==> config.mk <==
export PLATFORM = sky130hd
export DESIGN_NAME = axis_kernel_shell
export DESIGN_NICKNAME = d
export VERILOG_FILES = /design/src/rtl/axis_kernel_shell.sv
export SDC_FILE = /design/constraint.sdc
export NUM_CORES = 2
export LEC_CHECK = 0
export CORE_MARGIN = 4
export CORE_UTILIZATION = 60
export DETAILED_ROUTE_END_ITERATION = 10
export GPL_ROUTABILITY_DRIVEN = 0
export GPL_TIMING_DRIVEN = 0
export PLACE_DENSITY_LB_ADDON = 0.1
export SLEW_MARGIN = 20
export SYNTH_ARGS = -nofsm -noshare
export SYNTH_HDL_FRONTEND = slang
export SYNTH_SLANG_ARGS = --single-unit
==> constraint.sdc <==
create_clock -name aclk -period 74.6 [get_ports aclk]
set_clock_uncertainty 0.15 [all_clocks]
set_input_delay 7.46 -clock aclk [delete_from_list [all_inputs] [get_ports aclk]]
set_output_delay 7.46 -clock aclk [all_outputs]
set_load 0.02 [all_outputs]
==> src/rtl/axis_kernel_shell.sv <==
// AXI-stream shell around a generated kernel: input skid buffer, FWFT output FIFO,
// and a start/length controller that counts beats, marks m_tlast and pulses done.
module axis_kernel_shell #(
   parameter int NIN    = 4,
   parameter int NOUT   = 4,
   parameter int CHW    = 64,
   parameter int FDEPTH = 16,
   parameter int CNTW   = 32
) (
   input  logic                  aclk,
   input  logic                  areset,
   input  logic                  start,
   input  logic [CNTW-1:0]       cfg_nbeats,
   output logic                  busy,
   output logic                  done,
   input  logic                  s_tvalid,
   input  logic [NIN*CHW-1:0]    s_tdata,
   output logic                  s_tready,
   output logic                  k_ivalid,
   output logic [NIN*CHW-1:0]    k_idata,
   input  logic                  k_iready,
   input  logic                  k_ovalid,
   input  logic [NOUT*CHW-1:0]   k_odata,
   output logic                  k_oready,
   output logic                  m_tvalid,
   output logic [NOUT*CHW-1:0]   m_tdata,
   output logic                  m_tlast,
   input  logic                  m_tready,
   output logic                  err_ovf
);

   // state  | meaning
   // S_IDLE | waiting for start; input closed, kernel output blocked
   // S_RUN  | transaction active; counting s, kernel and m beats
   typedef enum logic {S_IDLE, S_RUN} state_t;

   localparam int IW = NIN * CHW;
   localparam int OW = NOUT * CHW;
   localparam int AW = $clog2(FDEPTH);
   localparam logic [AW:0] LVL_HI = (AW+1)'(FDEPTH - 2);

   state_t            state_q, state_d;
   logic [CNTW-1:0]   nbeats_q, nbeats_d;
   logic [CNTW-1:0]   in_cnt_q, in_cnt_d;
   logic [CNTW-1:0]   out_cnt_q, out_cnt_d;
   logic [CNTW-1:0]   wr_cnt_q, wr_cnt_d;
   logic              err_q, err_d;
   logic              done_q, done_d;
   logic              s_tready_q, s_tready_d;
   logic              main_valid_q, main_valid_d;
   logic [IW-1:0]     main_data_q, main_data_d;
   logic              skid_valid_q, skid_valid_d;
   logic [IW-1:0]     skid_data_q, skid_data_d;
   logic [AW-1:0]     wr_ptr_q, wr_ptr_d;
   logic [AW-1:0]     rd_ptr_q, rd_ptr_d;
   logic [AW:0]       count_q, count_d;
   logic [OW-1:0]     mem_q [FDEPTH];

   logic run, s_hs, k_in_hs, k_oready_int, k_out_hs, fifo_wr, ovf;
   logic fifo_nempty, m_hs, last_beat, start_go, start_zero;

   always_comb begin
      run          = (state_q == S_RUN);
      s_hs         = s_tvalid && s_tready_q;
      k_in_hs      = main_valid_q && k_iready;
      k_oready_int = run && (count_q <= LVL_HI);
      k_out_hs     = k_ovalid && k_oready_int;
      fifo_wr      = k_out_hs && (wr_cnt_q < nbeats_q);
      ovf          = k_out_hs && !(wr_cnt_q < nbeats_q);
      fifo_nempty  = (count_q != '0);
      m_hs         = fifo_nempty && m_tready;
      last_beat    = (out_cnt_q == nbeats_q - CNTW'(1));
      start_go     = !run && start && (cfg_nbeats != '0);
      start_zero   = !run && start && (cfg_nbeats == '0);
   end

   always_ff @(posedge aclk) begin
      if (areset) state_q <= S_IDLE;
      else        state_q <= state_d;
   end

   always_comb begin
      state_d = state_q;
      case (state_q)
         S_IDLE:  if (start_go) state_d = S_RUN;
         S_RUN:   if (m_hs && last_beat) state_d = S_IDLE;
         default: state_d = S_IDLE;
      endcase
   end

   always_comb begin
      busy     = run;
      done     = done_q;
      err_ovf  = err_q;
      s_tready = s_tready_q;
      k_ivalid = main_valid_q;
      k_idata  = main_data_q;
      k_oready = k_oready_int;
      m_tvalid = fifo_nempty;
      m_tdata  = fifo_nempty ? mem_q[rd_ptr_q] : '0;
      m_tlast  = fifo_nempty && run && last_beat;
   end

   always_comb begin
      nbeats_d  = nbeats_q;
      in_cnt_d  = in_cnt_q;
      out_cnt_d = out_cnt_q;
      wr_cnt_d  = wr_cnt_q;
      err_d     = err_q;
      if (start_go) begin
         nbeats_d  = cfg_nbeats;
         in_cnt_d  = '0;
         out_cnt_d = '0;
         wr_cnt_d  = '0;
         err_d     = 1'b0;
      end else begin
         if (s_hs)         in_cnt_d  = in_cnt_q + CNTW'(1);
         if (m_hs && run)  out_cnt_d = out_cnt_q + CNTW'(1);
         if (fifo_wr)      wr_cnt_d  = wr_cnt_q + CNTW'(1);
         if (ovf)          err_d     = 1'b1;
      end
      done_d = start_zero || (run && m_hs && last_beat);

      // A beat accepted while main is stalled parks in skid; s_tready closes behind it.
      main_valid_d = main_valid_q;
      main_data_d  = main_data_q;
      skid_valid_d = skid_valid_q;
      skid_data_d  = skid_data_q;
      if (skid_valid_q) begin
         if (k_in_hs) begin
            main_data_d  = skid_data_q;
            main_valid_d = 1'b1;
            skid_valid_d = 1'b0;
         end
      end else if (s_hs) begin
         if (main_valid_q && !k_iready) begin
            skid_valid_d = 1'b1;
            skid_data_d  = s_tdata;
         end else begin
            main_valid_d = 1'b1;
            main_data_d  = s_tdata;
         end
      end else if (k_in_hs) begin
         main_valid_d = 1'b0;
      end
      s_tready_d = !skid_valid_d && (state_d == S_RUN) && (in_cnt_d < nbeats_d);

      wr_ptr_d = wr_ptr_q + AW'(fifo_wr);
      rd_ptr_d = rd_ptr_q + AW'(m_hs);
      count_d  = count_q + (AW+1)'(fifo_wr) - (AW+1)'(m_hs);
   end

   always_ff @(posedge aclk) begin
      if (areset) begin
         nbeats_q     <= '0;
         in_cnt_q     <= '0;
         out_cnt_q    <= '0;
         wr_cnt_q     <= '0;
         err_q        <= 1'b0;
         done_q       <= 1'b0;
         s_tready_q   <= 1'b0;
         main_valid_q <= 1'b0;
         main_data_q  <= '0;
         skid_valid_q <= 1'b0;
         skid_data_q  <= '0;
         wr_ptr_q     <= '0;
         rd_ptr_q     <= '0;
         count_q      <= '0;
      end else begin
         nbeats_q     <= nbeats_d;
         in_cnt_q     <= in_cnt_d;
         out_cnt_q    <= out_cnt_d;
         wr_cnt_q     <= wr_cnt_d;
         err_q        <= err_d;
         done_q       <= done_d;
         s_tready_q   <= s_tready_d;
         main_valid_q <= main_valid_d;
         main_data_q  <= main_data_d;
         skid_valid_q <= skid_valid_d;
         skid_data_q  <= skid_data_d;
         wr_ptr_q     <= wr_ptr_d;
         rd_ptr_q     <= rd_ptr_d;
         count_q      <= count_d;
      end
   end

   // Storage needs no reset: the read side is gated by the occupancy count.
   always_ff @(posedge aclk) begin
      if (fifo_wr) mem_q[wr_ptr_q] <= k_odata;
   end

endmodule
==> flow_metrics.py <==
metrics = {
    "status": {
        "status": "finished, final reports clean",
    },
    "placement": {
        "io_buffers": 1069,
        "place_inst": 15410,
        "place_area_um2": 205800,
        "dp.final_hpwl_mm": 391.7,
        "dp_slack_ns": 61.77,
    },
    "critical_path": {
        "r2r_start": "nbeats_q[17]",
        "cp-endpoint": "m_tdata[145]",
        "cp_max_fo": 10,
        "r2r_end": "mem_q[3][56]",
        "startpoint_type": "flop",
        "critPathKind": "reg -> out",
        "cp_data_required_time_ns": 66.99,
        "crit_path_end_kind": "primary output",
        "startpoint": "rd_ptr_q[1]",
        "reg2reg_depth": 22,
        "cp.arrival_ns": 6.05,
        "r2r_setup_slack_ns": 67.53,
    },
    "global_route": {
        "antenna_found_initial": 209,
        "grt_overflow_total": 0,
        "grt_pass1_wl_mm": 770.4,
        "grt_pass1_vias": 103900,
        "gr-usage-all-layers_pct": 34.50,
        "grt_max_degree": 19,
    },
    "sta": {
        "period_needed_ns": 13.66,
        "relSlewSlack_pct": 22.19,
        "finalHoldViolations": 0,
        "fin_tns_setup_ns": 0,
        "fmax_mhz": 73.20,
        "setup_viol": 0,
        "tightest_slew_ns": 1.167,
        "finalWorstSetupSlack_ns": 60.94,
        "finalCritPeriodShare_pct": 18.31,
        "finalMaxSlewViolations": 0,
        "timing.hold.ws_ns": 0.3027,
        "rsz0062_at_grt": "false",
    },
    "synth": {
        "ys_seq_area_share_pct": 74.17,
        "yosysMostFrequentCell": "edfxtp_1",
        "syn_avg_cell_area_um2": 19.62,
        "synth-edff-count": 4096,
        "synth_fp_nets": 9990,
        "ys.flop_type": "edfxtp_1",
        "synthTopCellsByCount": "edfxtp_1, mux4_2, dfxtp_1, nand2_1, clkbuf_1",
        "synth_top_area_cell": "edfxtp_1",
        "synth_area_um2": 183600,
        "synth_top_area_share_pct": 66.98,
        "async_flop_share_pct": 0,
        "synthTopCellsByArea": "edfxtp_1, mux4_2, dfxtp_1, mux2i_1, nand2_1",
        "synth-seq-cells": 4755,
        "syn_inst": 9359,
        "synth_cell_type_count": 67,
        "ys_warn_count": 0,
    },
    "cells_and_area": {
        "final_layout_size_suffix_gt1_share_pct": 24.62,
        "area_growth_pct": 20.37,
        "stdcell_count": 16390,
        "final_area_um2": 221000,
        "utilization_pct": 72.76,
        "nets": 12430,
    },
    "clock_tree": {
        "cts_buffers": 468,
        "clk_latency_ns": 0.98,
        "cts.repair.resized": 0,
        "cts_tree": "done",
        "cts_buffer_depth": 4,
        "clk_pin_slew_ns": 0.06,
        "cts-root-buf": "clkbuf_16",
        "htreeDepth": 5,
        "postCtsSetupBuffers": 0,
        "holdBufCountCts": 0,
        "cts_sinks": 4755,
    },
    "detailed_routing": {
        "ant_nets": 0,
        "detail_route.iter0.violations": 13970,
        "firstDrtPassIters": 6,
        "wl_mm": 545.3,
        "post-route-drc-count": 0,
        "vias": 104400,
        "via_per_inst": 6.370,
        "wire_per_inst_um": 33.27,
    },
    "job": {
        "drv_cap": 0,
    },
    "floorplanning": {
        "dieArea_um2": 315000,
        "core-area_um2": 303800,
        "die_width_um": 561.2,
        "ios": 1071,
        "rows": 202,
        "die_h_um": 561.2,
        "initial_core_util_pct": 60.44,
    },
    "power": {
        "p_total_mw": 6.713,
        "p_leak_nw": 70.80,
        "ir_drop_uv": 35.33,
        "p_per_area_nw_per_um2": 30.37,
    },
    "hold_path": {
        "hp-class": "reg -> reg",
    },
}
-- area by class of cell --
class | instances | area (um^2)
well taps | 4080 | 5105
fillers | 17980 | 82770
plain buffers | 564 | 2290
flip-flops and latches | 4755 | 136200
inverters | 60 | 225.2
diodes | 131 | 327.8
clock buffers | 605 | 12550
multi-input cells | 3980 | 45200
clock inverters | 251 | 2203
repair buffers | 1968 | 16940
-- state kept, by name, indices dropped and copies added (netlist names), 4 cells and up --
| register | cells |
|---|---|
| wr_cnt_q | 32 |
| count_q | 5 |
| mem_q | 4096 |
| wr_ptr_q | 4 |
| nbeats_q | 32 |
| rd_ptr_q | 4 |
| out_cnt_q | 32 |
| skid_data_q | 256 |
| k_idata | 256 |
| in_cnt_q | 32 |
-- worst min path at each step --
| stage | from | end | depth (start not counted) |
|---|---|---|---|
| after floorplan | skid_data_q[0] | skid_data_q[0] | 2 |
| after global placement | skid_data_q[117] | skid_data_q[117] | 2 |
| after detailed placement | skid_data_q[25] | skid_data_q[25] | 2 |
| after CTS | skid_data_q[25] | skid_data_q[25] | 2 |
| after global routing | skid_data_q[177] | skid_data_q[177] | 2 |
| final | skid_data_q[6] | skid_data_q[6] | 2 |
-- per-layer routing --
layer / part of all wire, % / vias to the layer above / global-route usage, %
met3: 11 / 1324 / 9.131
met4: 6.6 / 78 / 19.93
met5: 0.096 / - / 0
li1: - / 42910 / -
met1: 34 / 53810 / 42.82
met2: 49 / 6315 / 55.45
-- where the power goes --
group	total, mW	switching (mW)	internal [mW]
sequential	2.92	0.0135	2.91
combinational	1.51	0.822	0.689
clock	2.28	0.994	1.28
-- worst max-delay path: stages, from the launching register on --
cell	delay, ns
dfxtp_1	0.34
clkbuf_1	0.62
clkbuf_2	0.71
clkbuf_2	0.48
buf_16	0.21
clkbuf_1	0.72
mux4_2	0.44
mux4_2	0.50
and2_1	0.18
clkdlybuf4s50_1	0.88
-- kinds of logic after synthesis --
| group | share of synthesized area [%] |
|---|---|
| flops | 74.17 |
| mux | 17.29 |
| simple gates | 3.868 |
| compound gates | 2.339 |
| buf+inv | 1.284 |
| xor+xnor | 0.5036 |
| fa+ha+maj | 0.5492 |
-- placed cells by master, fill, tap and decap left out, types with 58 or more instances in the layout --
cell             netlist  routed
edfxtp_1            4096    4096
mux4_2              1280    1280
clkdlybuf4s50_1        0    1069
dfxtp_1              659     659
nand2_1              580     580
clkbuf_1             496     517
clkbuf_16              0     472
nor2_1               423     423
buf_4                  0     419
buf_2                  1     404
a21oi_1              319     319
mux2i_1              290     283
a211oi_1             263     263
and2_1               260     260
diode_2                0     131
clkbuf_2               0     110
clkinv_1               0      96
clkinv_2               0      87
buf_6                  2      84
ha_1                  79      79
inv_1                 60      60
xor2_1                58      58
No activity file was read; power rests on OpenSTA's default activity.
